$ cat src/rtl/msx_audio_post.sv
// msx_audio_post: box decimator, one-pole IIR low-pass and registered 16-bit output with valid strobe.
// Define MSX_AUDIO_DCBLOCK_EN to add the saturating DC-blocking high-pass in the output stage.
module msx_audio_post #(
    parameter int unsigned LOG2_DECIM = 6,
    parameter int unsigned SHIFT_LP   = 3,
    parameter int unsigned SHIFT_DC   = 10
) (
    input  logic        clk21m,
    input  logic        reset_n,
    input  logic        ce_3m58_p,
    input  logic [15:0] audio_in,
    input  logic        mute,
    output logic [15:0] audio_out,
    output logic        audio_valid,
    output logic        clip
);
    localparam int unsigned ACC_W = 16 + LOG2_DECIM;
    localparam int unsigned Y_W   = 24;
    localparam int unsigned YE_W  = 25;

    if (LOG2_DECIM < 1 || LOG2_DECIM > 8 || SHIFT_LP < 1 || SHIFT_LP > 7 ||
        SHIFT_DC < 1 || SHIFT_DC > 16) begin : g_param_check
        $error("msx_audio_post: parameter out of legal range");
    end

    logic [LOG2_DECIM-1:0]   cnt;
    logic signed [ACC_W-1:0] acc;
    logic signed [15:0]      avg;
    logic signed [Y_W-1:0]   y;
    logic                    stb1;
    logic                    stb2;

    logic signed [15:0]      x_c;
    logic signed [ACC_W-1:0] acc_sum_c;
    logic signed [YE_W-1:0]  y_err_c;
    logic signed [YE_W-1:0]  y_next_c;
    logic signed [15:0]      y_hi_c;
    logic [15:0]             out_c;
    logic                    sat_c;

    // Decimator input: the wrap sample is folded into the finished block's sum
    always_comb begin
        x_c       = mute ? '0 : signed'(audio_in);
        acc_sum_c = acc + ACC_W'(x_c);
    end

    always_ff @(posedge clk21m or negedge reset_n) begin
        if (!reset_n) begin
            cnt  <= '0;
            acc  <= '0;
            avg  <= '0;
            stb1 <= 1'b0;
        end else begin
            stb1 <= 1'b0;
            if (ce_3m58_p) begin
                if (&cnt) begin
                    avg  <= 16'(acc_sum_c >>> LOG2_DECIM);
                    acc  <= '0;
                    cnt  <= '0;
                    stb1 <= 1'b1;
                end else begin
                    acc <= acc_sum_c;
                    cnt <= cnt + LOG2_DECIM'(1);
                end
            end
        end
    end

    // One-pole low-pass: y moves 2^-SHIFT_LP of the way toward avg each sample
    always_comb begin
        y_err_c  = YE_W'(signed'({avg, 8'h00})) - YE_W'(y);
        y_next_c = YE_W'(y) + (y_err_c >>> SHIFT_LP);
    end

    always_ff @(posedge clk21m or negedge reset_n) begin
        if (!reset_n) begin
            y    <= '0;
            stb2 <= 1'b0;
        end else begin
            stb2 <= stb1;
            if (stb1) begin
                y <= Y_W'(y_next_c);
            end
        end
    end

`ifdef MSX_AUDIO_DCBLOCK_EN
    localparam int unsigned DC_W = 26;
    localparam int unsigned DE_W = 27;
    localparam int unsigned D_W  = 17;

    logic signed [DC_W-1:0] dc;
    logic signed [D_W-1:0]  d_c;
    logic signed [DE_W-1:0] dc_err_c;
    logic signed [DE_W-1:0] dc_next_c;

    // Output stage: subtract the slow DC estimate and clamp to 16 bits
    always_comb begin
        y_hi_c    = signed'(y[Y_W-1:8]);
        d_c       = D_W'(y_hi_c) - D_W'(signed'(dc[DC_W-1:DC_W-16]));
        dc_err_c  = DE_W'(signed'({y_hi_c, 10'b0})) - DE_W'(dc);
        dc_next_c = DE_W'(dc) + (dc_err_c >>> SHIFT_DC);
        out_c     = d_c[15:0];
        sat_c     = 1'b0;
        if (d_c[16] != d_c[15]) begin
            sat_c = 1'b1;
            out_c = d_c[16] ? 16'h8000 : 16'h7FFF;
        end
    end

    always_ff @(posedge clk21m or negedge reset_n) begin
        if (!reset_n) begin
            dc <= '0;
        end else if (stb2) begin
            dc <= DC_W'(dc_next_c);
        end
    end
`else
    // Output stage: y is already bounded, so no clamping is possible
    always_comb begin
        y_hi_c = signed'(y[Y_W-1:8]);
        out_c  = y_hi_c;
        sat_c  = 1'b0;
    end
`endif

    always_ff @(posedge clk21m or negedge reset_n) begin
        if (!reset_n) begin
            audio_out   <= '0;
            audio_valid <= 1'b0;
            clip        <= 1'b0;
        end else begin
            audio_valid <= stb2;
            if (stb2) begin
                audio_out <= out_c;
                clip      <= clip | sat_c;
            end
        end
    end

endmodule

$ cat config.mk
export PLATFORM = sky130hd
export DESIGN_NAME = msx_audio_post
export DESIGN_NICKNAME = d
export VERILOG_FILES = /design/src/rtl/msx_audio_post.sv
export SDC_FILE = /design/constraint.sdc
export NUM_CORES = 1
export LEC_CHECK = 0
export ABC_AREA = 0
export CORE_MARGIN = 1
export CORE_UTILIZATION = 39
export CTS_CLUSTER_SIZE = 20
export DETAILED_ROUTE_END_ITERATION = 8
export GPL_TIMING_DRIVEN = 0
export PLACE_DENSITY = 0.55
export SETUP_SLACK_MARGIN = 0.1
export SYNTH_ARGS = -nofsm -noshare
export SYNTH_HDL_FRONTEND = slang
export SYNTH_SLANG_ARGS = --single-unit
$ cat constraint.sdc
create_clock -name clk21m -period 11.3 [get_ports clk21m]
set_input_delay 3.39 -clock clk21m [delete_from_list [all_inputs] [get_ports clk21m]]
set_output_delay 3.39 -clock clk21m [all_outputs]
set_load 0.01 [all_outputs]
# After elaboration in Yosys (flattened, before gate mapping)
# Cells that the tools add are included.
# totals
reg_bits	87
latch_bits	0
ram_bits	0
mem_bits_ro	0
input_bits	20
out_inout_bits	18
elab_cells	19
n_memories	0
# op_classes
addsub	4
n_mul	0
div_mod_pow	0
magnitude_cmp	0
n_eq_ne	0
shift	0
muxes	5
bitwise	0
n_reduce_logical	2
# ops
operator	n
$sub 24x24->25	1
$add 24x22->24	1
$add 22x16->22	1
$mux 22	1
$mux 16	1
$reduce_and 7->1	1
$add 6x1->6 const B	1
$mux 6	1
$reduce_and 6->1	1
$mux 1	2

# Logic depth before layout (Yosys ltp)
# Gate-level depths: netlist (run 1).
# logic_depth
ltp_word	3
mapped_depth	21
ltp_nobuf	21

# Least setup slack after synthesis (run 1)
# No wires, ideal clock.
# synth_path
path_kind	input port to flip-flop
start	in mute
end	reg acc[21]
setup_ns	0.141
t_arrival_ns	5.616
required_time_ns	11.159
slack_ns	5.543
stages	12
path_buffers	1
cell_sequence	clkbuf_1 > nor2b_1 > ha_1 > o21a_1 > o21ai_0 > a21oi_1 > a21oi_1 > o31ai_1 > a41oi_1 > nor3b_1 > a211oi_1 > o22ai_1
# synth_via
elab_chain_len	3
# synth_rtl
element	line	text
from (decl)	12	input logic mute,
$mux 16	43	x_c = mute ? '0 : signed'(audio_in);
$add 22x16->22	44	acc_sum_c = acc + ACC_W'(x_c);
$mux 22	56	if (&cnt) begin
to (signal assigned)	62	acc <= acc_sum_c;
to (decl)	27	logic signed [ACC_W-1:0] acc;
# No other way between the ends.
# A chain may end at the register's enable or synchronous reset.

# Worst setup path in the final report (run 1)
# Ends and elaborated chain as after synthesis.

==> results.md, run 1 <==
- CTS tree: yes
- Routed WL: approximately 13000 um
- Grt ovf: 0
- Number of synthesized register bits: 87
- Slew Limit Fails: 0
- Crit-path max FO: 10
- Via count: ~4700
- Pwr per Cell Area: roughly 180 nW/um2
- Largest net degree at the start of global routing: 60
- Boundary pin count: 38
- Main area contributors after synthesis: dfrtp_1, ha_1, xnor2_1, mux2_2, nand2_1
- Post-route cell area: ~7000 um2
- R2R depth: 20
- Core area: between 15000 and 20000 um2
- Prevailing post-synth register cell: dfrtp_1
- Synth top area share: approximately 36%
- Worst path top cell family by delay: compound AO/OA/AOI/OAI gates
- Worst path bufs/invs: 3
- Gate power share: 44.6%
- LEAKAGE: ~3.2 nW
- Hold slack: between 0.3 and 0.4 ns
- Simple-Gate Fraction of Synth Area: between 10 and 15%
- CP max stage cell: clkdlybuf4s50_1
- CTS root buf: clkbuf_16
- Switching part of the total: 37.6%
- Total power: 1.25 mW
- Post-cts sizing count: 0
- H-tree levels: 3
- Crit path required time: 11.51 ns
- Clk_lat worst skew: 0.35 ns
- Inserted Clock Buffers: 9
- Commonest non-fill, non-tap cell in the layout: dfrtp_1
- Synth async-reset ratio: between 90% and 100%
- Unrepaired setup endpoints after global routing: false
- Fin Clk Skew: 0.00642 ns
- Synthesized area: a little over 6000 um2
- Max frequency: 0.151 GHz
- CTS Hold Bufs: 0
- # DRC: 0
- Flop pwr share: between 30% and 40%
- Critical path arrival: 6.85 ns
- EDFF count, synth: 0
- Num Clock Sinks: 87
- Critical R2R Capture: y[21]$_DFFE_PN0P_
- Mux contribution to synthesized area: 5.69%
- Reg2reg setup slack: roughly 6.6 ns
- Worst Tran Pin Value: slightly above 0.9 ns
- IR drop worst, VDD: just under 0.08 mV
- Hold Crit Endpoint: audio_valid$_DFF_PN0_
- Post-DP HPWL: roughly 10000 um
- Setup bufs post-CTS: 0
- Vias/cell: roughly 5.3
- Initial antenna violation count: 0
- Hold Crit Start: stb2$_DFF_PN0_
- DRT iter0 DRCs: 202
- Wire length of the first global-routing pass: around 23000 um
- Clk pwr share: roughly a quarter
- Post-synthesis sequential area ratio: roughly 36%
- Setup WS pre-CTS: ~4.3 ns
- Final setup viols: 0
- Setup_tns: 0 ns
- Synth Area in Compound Gates: 19.9%
- Status: finished clean
- Internal power: approximately 800 uW
- Syn-to-layout area delta: 14.9%
- Port Buffer Count: 36
- # fillers: approximately 1500
- Clock transition at path regs: roughly 0.060 ns
- Placed cell area: ~6700 um2
- CP Capture Type: flop
- Switching power: around 470 uW
- Routed wire length per instance: ~15 um
- Vias in the first global route: 4739
- Post-Synth Adder-Cell Area: around an eighth
- Die Y-Extent: 127 um
- Average size of a mapped cell: approximately 9.4 um2
- Drt pass-1 iters: 4
- Syn Inst Count: around 650
- Die Width: 127 um
- Reg-to-reg startpoint: y[4]$_DFFE_PN0P_
- Critical path class: primary input to flop
- Setup ws final: approximately 4.7 ns
- Slew HR: between 30 and 40%
- Ratio of cells with drive above 1 in the final layout: 7.26%
- Max-cap viol count: 0
- Critical path launch point type: primary input
- Die area: approximately 16000 um2
- Largest family of logic cells by synthesized area: compound AO/OA/AOI/OAI gates
- Hold Path Stages: 0
- Cell Rows: 45
- Starting Density: roughly two fifths
- Crit path cell chain: clkdlybuf4s50_1, clkbuf_1, nor2b_1, ha_1, clkbuf_1, nand2_1, a21oi_1, a21oi_1, o31ai_1, a41oi_1, nor3b_1, a211oi_1, o22ai_1
- Max incr delay on CP: 0.60 ns
- Synth unique cells: 68
- NumNets Final: between 700 and 800
- Final worst path period share: roughly three fifths
- Post-Synth XOR/XNOR Area: under 10%
- Clk buf depth: 2
- Final weighted congestion in routability-driven placement: between 0.8 and 0.9
- Tmin final: between 6 and 7 ns
- Overall routing resource usage: between 10% and 20%
- Min-Delay Path Class: flop to flop
- Commonest non-fill, non-tap cells in the layout: dfrtp_1, ha_1, nand2_1
- Syn_nets: between 700 and 800
- DRT antenna net count: 0
- Final Hold Fails: 0
- Yosys top cell by area: dfrtp_1
- Ys Warns: 0
- Diodes inserted: 0
## final cells by class
| type | count | area, um2 | area share, % |
|---|---|---|---|
| multi-input combinational | 502 | 3680 | 52.5 |
| inverter | 46 | 173 | 2.47 |
| clock inverter | 4 | 47.5 | 0.679 |
| sequential | 87 | 2180 | 31.1 |
| timing repair buffer | 37 | 385 | 5.50 |
| buffer | 16 | 66.3 | 0.947 |
| clock buffer | 10 | 239 | 3.41 |
| tap | 188 | 235 | 3.36 |
## power groups by stage
stage | registers [mW] | logic [mW] | clock network, mW
after floorplan | 0.394 | 0.448 | 0
after global placement | 0.402 | 0.542 | 0
after detailed placement | 0.402 | 0.558 | 0
after CTS | 0.398 | 0.561 | 0.307
after global routing | 0.406 | 0.629 | 0.318
final | 0.398 | 0.559 | 0.297
## per-layer routing
layer / track usage [%] / vias to the layer above / part of all wire [%]
met2: 29.2 / 81 / 47
met3: 3.85 / 15 / 3.5
met4: 5.67 / 0 / 1.6
li1: - / 2434 / -
met5: 0 / - / 0
met1: 23.0 / 2212 / 48
## through the flow
| stage | cells | utilization (%) |
|---|---|---|
| floorplan | 651 | - |
| global placement | 875 | 44.0 |
| detailed placement | 876 | 44.2 |
| CTS | 890 | 46.0 |
| global route | 890 | 46.0 |
| finish | 890 | 46.0 |
## registers in the layout, indices dropped and copies added (netlist names)
register / count
y: 24
acc: 22
audio_out: 16
avg: 16
cnt: 6
audio_valid: 1
stb1: 1
stb2: 1
## synthesized netlist by cell type, drive strengths merged (7+ instances only)
cell	number
a21o	9
nor3	18
nand2	56
mux2	21
nor2b	19
a21oi	42
a211oi	7
mux2i	11
nand3	10
clkbuf	12
o21ai	40
xnor2	30
nor2	39
o2bb2ai	11
o31ai	8
inv	45
ha	62
o21a	15
xor2	23
dfrtp	87
o211ai	7
## worst reg2reg max path: stages (launching register included)
cell and delay, ns:
dfrtp_1 0.40, buf_2 0.18, or4_1 0.51, or3_4 0.43, a211oi_4 0.33, o21a_2 0.19, o21a_1 0.15, o21a_1 0.16
o21ai_1 0.07, nand2b_1 0.08, xor2_1 0.23, ha_1 0.29, a21oi_1 0.15, nand2_1 0.09, a221oi_1 0.25, a211oi_1 0.17
a211oi_1 0.34, o21bai_1 0.12, a21oi_1 0.18, xor2_1 0.16, mux2i_1 0.09
## cell families after synthesis
family	Yosys count
DFF	87
AOI/OAI and AO/OA	179
xor gates and xnor gates	53
other	1
muxes	32
and+or+nand+nor	174
buffers and inverters	62
adders and majority gates	63
## worst max path at each step
stage	start	cells after the start	to	slack (ns)
6_report	mute	13	acc[21]$_DFFE_PN0P_	4.66
5_1_grt	mute	13	acc[21]$_DFFE_PN0P_	4.47
4_1_cts	mute	13	acc[21]$_DFFE_PN0P_	4.70
3_5_place_dp	mute	13	acc[21]$_DFFE_PN0P_	4.32
3_3_place_gp	reset_n	1	acc[18]$_DFFE_PN0P_	3.55
2_1_floorplan	mute	12	acc[21]$_DFFE_PN0P_	5.54
Note: power is estimated with default switching activity, not from simulation.
==> inputs of run 2 (changes only) <==
Settings changed: PLACE_DENSITY 0.55 to 0.57.
Clock period 11.3 ns to 6 ns, I/O delays scaled along.
==> results.md, run 2 (synthesis results as in run 1) <==
- Status: finished clean (unchanged)
- CP max stage cell: clkdlybuf4s50_1 (unchanged)
- Final Hold Fails: 0 (unchanged)
- Largest regs: y: 24 flops, acc: 22 flops (unchanged)
- Min-Delay Path Class: flop to flop (unchanged)
- Worst path top cell family by delay: compound AO/OA/AOI/OAI gates (unchanged)
- R2R depth: 20 (unchanged)
- Core area: 15200 um2 (unchanged)
- Die Width: 127 um (unchanged)
- Port Buffer Count: 36 (unchanged)
- Max-cap viol count: 0 (unchanged)
- Drt pass-1 iters: 4 (unchanged)
- Final worst path period share: a little over 80%
- Post-cts sizing count: 0 (unchanged)
- Clk buf depth: 2 (unchanged)
- Reg-to-reg startpoint: y[4]$_DFFE_PN0P_ (unchanged)
- Critical path class: primary input to flop (unchanged)
- Boundary pin count: 38 (unchanged)
- Unrepaired setup endpoints after global routing: false (unchanged)
- Crit path to: acc[21]$_DFFE_PN0P_ (unchanged)
- Slew HR: 36.0% (was 37.7%)
- Commonest non-fill, non-tap cells in the layout: dfrtp_1, ha_1, nand2_1 (unchanged)
- Crit. path cell count: 13 (unchanged)
- Area of the multi-input gates: 3680 um2 (unchanged)
- Post-route cell area: 7030 um2 (was 7000 um2)
- CTS Hold Bufs: 0 (unchanged)
- Register area: 2180 um2 (unchanged)
- Commonest non-fill, non-tap cell in the layout: dfrtp_1 (unchanged)
- Reg2reg setup slack: 1.28 ns (was 6.58 ns)
- DRT iter0 DRCs: 263 (was 202)
- Inserted Clock Buffers: 9 (unchanged)
- Ratio of cells with drive above 1 in the final layout: 7.11% (was 7.26%)
- Routed WL: 13300 um (was 13200 um)
- Setup WS pre-CTS: 0.712 ns (was 4.32 ns)
- Crit path required time: 6.20 ns (was 11.51 ns)
- Wire length of the first global-routing pass: 22600 um (was 22500 um)
- # fillers: 1456 (was 1475)
- DRT antenna net count: 0 (unchanged)
- Placed cell area: 6710 um2 (unchanged)
- Setup bufs post-CTS: 0 (unchanged)
- Slew Limit Fails: 0 (unchanged)
- Initial antenna violation count: 0 (unchanged)
- Setup ws final: 1.04 ns (was 4.66 ns)
- Vias/cell: 5.39 (was 5.33)
- CTS tree: yes (unchanged)
- Vias in the first global route: 4684 (was 4739)
- Die area: 16100 um2 (unchanged)
- Starting Density: 40.1% (unchanged)
- Syn-to-layout area delta: 15.3% (was 14.9%)
- Critical R2R Capture: y[21]$_DFFE_PN0P_ (unchanged)
- Worst Tran Pin Value: 0.953 ns (was 0.928 ns)
- Crit-path max FO: 10 (unchanged)
- Worst path bufs/invs: 2 (was 3)
- Post-DP HPWL: 10300 um (was 10200 um)
- Overall routing resource usage: 17.8% (was 17.6%)
- Diodes inserted: 0 (unchanged)
- Routed wire length per instance: 14.9 um (was 14.8 um)
- Clock transition at path regs: 0.06 ns (about the same)
- Fin Clk Skew: 0.00882 ns (was 0.00642 ns)
- Largest net degree at the start of global routing: 60 (unchanged)
- Critical path arrival: 5.16 ns (was 6.85 ns)
- Cell Count, Final, Fillers Out: 891 (was 890)
- CP most frequent cell: a21oi_1
- LEAKAGE: 3.19 nW (was 3.18 nW)
- Via count: 4800 (was 4742)
- Clk_lat worst skew: 0.35 ns (about the same)
- Die Y-Extent: 127 um (unchanged)
- Max frequency: 0.202 GHz
- Final setup viols: 0 (unchanged)
- Final weighted congestion in routability-driven placement: 0.873 (was 0.878)
- Placed Cells: 876 (unchanged)
- Max incr delay on CP: 0.60 ns (about the same)
- CTS root buf: clkbuf_16 (unchanged)
- Largest Register: y (unchanged)
- Critical path launch point type: primary input (unchanged)
- Crit path cell chain: clkdlybuf4s50_1, clkbuf_1, nor2b_1, ha_1, o21a_1, o21ai_0, a21oi_1, a21oi_1, o31ai_1, a41oi_1, nor3b_1, a211oi_1, o22ai_1 (was clkdlybuf4s50_1, clkbuf_1, nor2b_1, ha_1, clkbuf_1, nand2_1, a21oi_1, a21oi_1, o31ai_1, a41oi_1, nor3b_1, a211oi_1, o22ai_1)
- # DRC: 0 (unchanged)
- CP Capture Type: flop (unchanged)
- NumNets Final: 782 (unchanged)
- IR drop worst, VDD: 0.162 mV (was 0.0778 mV)
- Tmin final: 4.96 ns
- Fin util: 46.2% (was 46.0%)
- Grt ovf: 0 (unchanged)
- Pwr per Cell Area: 344 nW/um2 (was 179 nW/um2)
- Num Clock Sinks: 87 (unchanged)
- Setup crit start: mute (unchanged)
- Cell Rows: 45 (unchanged)
- Max reg flops: 24 (unchanged)
- H-tree levels: 3 (unchanged)
[run 2: changes by cell type in the layout (fill, tap and decap cells not counted)]
cell / before / now
bufinv_16: 1 / 2
clkbuf_1: 12 / 14
clkinv_2: 2 / 0
[run 2: area by class of cell]
type                            count  share of cell area [%]
Multi-Input combinational cell    502                    52.3
Sequential cell                    87                    31.0
Timing Repair Buffer               37                    5.48
Clock buffer                       12                    3.51
Tap cell                          188                    3.35
Inverter                           46                    2.46
Clock inverter                      3                   0.961
Buffer                             16                   0.944
[run 2: worst register-to-register path, delay by kind of cell (launching register included)]
| kind | cells | cell delay (ns) |
|---|---|---|
| compound gates | 11 | 2.15 |
| xor+xnor | 2 | 0.38 |
| fa+ha+maj | 1 | 0.28 |
| buf+inv | 1 | 0.18 |
| flops | 1 | 0.39 |
| mux | 1 | 0.09 |
| simple gates | 4 | 1.11 |
[run 2: power breakdown]
group          switching, mW  internal (mW)  total (mW)
combinational          0.593          0.465        1.06
clock                  0.231          0.374       0.605
sequential            0.0686          0.682       0.751
[run 2: worst min-delay path by stage]
stage | start | endpoint | slack (ns) | cells past startpoint
final | stb2$_DFF_PN0_ | audio_valid$_DFF_PN0_ | 0.38 | 0
after global routing | stb2$_DFF_PN0_ | audio_valid$_DFF_PN0_ | 0.41 | 0
after global placement | stb2$_DFF_PN0_ | audio_valid$_DFF_PN0_ | 0.36 | 0
after CTS | stb2$_DFF_PN0_ | audio_valid$_DFF_PN0_ | 0.38 | 0
after floorplan | stb2$_DFF_PN0_ | audio_valid$_DFF_PN0_ | 0.35 | 0
after detailed placement | stb2$_DFF_PN0_ | audio_valid$_DFF_PN0_ | 0.36 | 0
[run 2: per-stage QoR]
stage,TNS [ns],power (mW),hold WS (ns)
global route,0,2.60,0.407
finish,0,2.41,0.380
floorplan,0,1.59,0.352
global placement,-12.14,1.77,0.362
CTS,0,2.43,0.380
detailed placement,0,1.81,0.364
[run 2: layer usage]
layer	share of wire, %	track usage, %	vias up
met1	48	23.4	2267
li1	-	-	2435
met2	46	29.0	84
met5	0	0	-
met4	1.8	7.70	0
met3	3.5	2.97	14
==> inputs of run 3 (changes only) <==
Clock period 6 ns to 4.1 ns, I/O delays scaled along.
==> results.md, run 3 (synthesis results as in run 1) <==
- Max incr delay on CP: 0.48 ns (was 0.60 ns)
- Flop pwr share: 29.7% (was 31.1%)
- Max frequency: 0.228 GHz
- Setup WS pre-CTS: -0.741 ns (was 0.712 ns)
- Final Hold Fails: 0 (unchanged)
- Port Buffer Count: 36 (unchanged)
- Slew HR: 34.7% (was 36.0%)
- Worst path top cell family by delay: compound AO/OA/AOI/OAI gates (unchanged)
- # DRC: 0 (unchanged)
- CTS tree: yes (unchanged)
- # fillers: 1421 (was 1456)
- Final worst path period share: 107%
- Largest regs: y: 24 flops, acc: 22 flops (unchanged)
- H-tree levels: 3 (unchanged)
- Placed Cells: 876 (unchanged)
- Drt pass-1 iters: 5 (was 4)
- Tmin final: 4.38 ns
- Critical path launch point type: flop (was primary input)
- Gate power share: 49.2% (was 43.8%)
- Commonest non-fill, non-tap cells in the layout: dfrtp_1, ha_1, nand2_1 (unchanged)
- Post-DP HPWL: 10200 um (was 10300 um)
- Routed wire length per instance: 15.3 um (was 14.9 um)
- IR drop worst, VDD: 0.241 mV (was 0.162 mV)
- Boundary pin count: 38 (unchanged)
- LEAKAGE: 3.38 nW (was 3.19 nW)
- Clk pwr share: 21.1% (was 25.1%)
- Min-Delay Path Class: flop to flop (unchanged)
- Status: complete, but fails checks (was finished clean)
- Internal power: 2.27 mW (was 1.52 mW)
- Post-route cell area: 7470 um2 (was 7030 um2)
- Crit-path max FO: 3 (was 10)
- Fin Clk Skew: 0.0116 ns (was 0.00882 ns)
- Violated checks: setup timing
- Inserted Clock Buffers: 9 (unchanged)
- Largest Register: y (unchanged)
- Die Y-Extent: 127 um (unchanged)
- Unrepaired setup endpoints after global routing: true (was false)
- Reg-to-reg startpoint: y[4]$_DFFE_PN0P_ (unchanged)
- Max-cap viol count: 0 (unchanged)
- Hold Path Stages: 0 (unchanged)
- CP max stage cell: or4_4 (was clkdlybuf4s50_1)
- CP Capture Type: flop (unchanged)
- Wire length of the first global-routing pass: 23300 um (was 22600 um)
- Routed WL: 14100 um (was 13300 um)
- Crit path cell chain: buf_6, or4_4, or3_4, a211oi_4, o21a_2, o21a_1, o21a_1, o21ai_1, nand2b_1, xor2_2, ha_4, a21oi_2, nand2_1, a221oi_2, a211oi_2, a211oi_2, buf_4, nor2b_1, nor2_1, xor2_1, mux2i_1 (was clkdlybuf4s50_1, clkbuf_1, nor2b_1, ha_1, o21a_1, o21ai_0, a21oi_1, a21oi_1, o31ai_1, a41oi_1, nor3b_1, a211oi_1, o22ai_1)
- Largest net degree at the start of global routing: 62 (was 60)
- Critical path arrival: 4.58 ns (was 5.16 ns)
- Die Width: 127 um (unchanged)
- Diodes inserted: 0 (unchanged)
- Max reg flops: 24 (unchanged)
- Die area: 16100 um2 (unchanged)
- DRT iter0 DRCs: 290 (was 263)
- DRT antenna net count: 0 (unchanged)
- Ratio of cells with drive above 1 in the final layout: 17.0% (was 7.11%)
- Placed cell area: 6740 um2 (was 6710 um2)
- Worst Tran Pin Value: 0.974 ns (was 0.953 ns)
- Reg2reg setup slack: -0.28 ns (was 1.28 ns)
- Crit path required time: 4.30 ns (was 6.20 ns)
- Clk_lat worst skew: 0.35 ns (about the same)
- Commonest non-fill, non-tap cell in the layout: dfrtp_1 (unchanged)
- Worst path bufs/invs: 2 (unchanged)
- Num Clock Sinks: 87 (unchanged)
- Grt ovf: 0 (unchanged)
- Critical path class: flop to flop (was primary input to flop)
- Clk buf depth: 2 (unchanged)
- Setup ws final: -0.282 ns (was 1.04 ns)
- Switching part of the total: 38.7% (was 37.0%)
- Vias in the first global route: 4978 (was 4684)
- Final setup viols: 7 (was 0)
- Area of the multi-input gates: 3900 um2 (was 3680 um2)
- Slew Limit Fails: 0 (unchanged)
- Hold Crit Start: stb2$_DFF_PN0_ (unchanged)
- CTS root buf: clkbuf_16 (unchanged)
- NumNets Final: 816 (was 782)
- R2R depth: 21 (was 20)
- Clock transition at path regs: 0.07 ns (was 0.06 ns)
- Via count: 4973 (was 4800)
- Register area: 2180 um2 (about the same)
- Starting Density: 40.1% (unchanged)
- Hold Crit Endpoint: audio_valid$_DFF_PN0_ (unchanged)
- Syn-to-layout area delta: 22.7% (was 15.3%)
- Initial antenna violation count: 0 (unchanged)
- Pwr per Cell Area: 495 nW/um2 (was 344 nW/um2)
- Critical R2R Capture: y[19]$_DFFE_PN0P_ (was y[21]$_DFFE_PN0P_)
- Setup crit start: y[4]$_DFFE_PN0P_ (was mute)
- Core area: 15200 um2 (unchanged)
- Cell Count, Final, Fillers Out: 925 (was 891)
- Final weighted congestion in routability-driven placement: 0.897 (was 0.873)
- Switching power: 1.43 mW (was 893 uW)
- Overall routing resource usage: 18.3% (was 17.8%)
- Cell Rows: 45 (unchanged)
- Vias/cell: 5.38 (was 5.39)
- CTS Hold Bufs: 0 (unchanged)
## run 3: cell count changes in the layout (fill, tap and decap cells not counted), moves of 3 or more
cell and change:
buf_4 +33, a21oi_1 -8, a21oi_2 +7, a211oi_1 -4
a211oi_2 +4, clkbuf_1 -3, dfrtp_1 -3, dfrtp_2 +3
ha_1 -3, ha_4 +3, o21ai_0 -3
## run 3: how the worst max path moves through the flow
stage	cells after the start	end
floorplan	19	y[21]$_DFFE_PN0P_
CTS	20	y[21]$_DFFE_PN0P_
global placement	1	acc[18]$_DFFE_PN0P_
detailed placement	13	acc[21]$_DFFE_PN0P_
global route	21	y[19]$_DFFE_PN0P_
finish	21	y[19]$_DFFE_PN0P_
## run 3: worst reg2reg max path, delay by kind of cell (launching register included)
kind / cells / cell delay (ns)
xor gates and xnor gates: 2 / 0.40
and+or+nand+nor: 6 / 1.22
DFF: 1 / 0.40
buffers and inverters: 2 / 0.28
adders and majority gates: 1 / 0.25
AOI/OAI and AO/OA: 9 / 1.59
muxes: 1 / 0.08
## run 3: final cells by class
class                      count  share of cell area [%]
timing repair buffer          71                    8.55
multi-input combinational    502                    52.1
tap                          188                    3.15
buffer                        16                    1.02
clock inverter                 5                   0.469
clock buffer                  10                    3.20
inverter                      46                    2.31
sequential                    87                    29.2
## run 3: metal layers
layer / vias up / GRT usage (%) / wire length (um)
li1: 2493 / - / -
met1: 2381 / 22.9 / 6590
met2: 80 / 30.8 / 6910
met3: 19 / 3.60 / 387
met4: 0 / 7.91 / 232
met5: - / 0 / 0
## run 3: timing repair
| action | in CTS | in global routing |
|---|---|---|
| cloned | 0 | 0 |
| setup buffers | 22 | 12 |
| resized for setup | 27 | 22 |
| pin swaps | 26 | 30 |
| setup endpoints to repair | 17 | 16 |
## run 3: power by group through the flow
stage	Sequential, mW	Clock (mW)	Combinational [mW]
floorplan	1.09	0	1.24
detailed placement	1.11	0	1.54
global placement	1.11	0	1.49
CTS	1.10	0.803	1.69
finish	1.10	0.781	1.82
global route	1.12	0.834	2.02
## run 3: metrics by stage
step	setup TNS [ns]	power, mW	utilization (%)	hold WS, ns
2_1_floorplan	0	2.32	-	0.352
3_3_place_gp	-137.91	2.60	44.2	0.361
3_5_place_dp	-7.52	2.65	44.3	0.358
4_1_cts	-0.440	3.59	47.9	0.373
5_1_grt	-2.63	3.97	49.2	0.390
6_report	-1.22	3.70	49.2	0.372
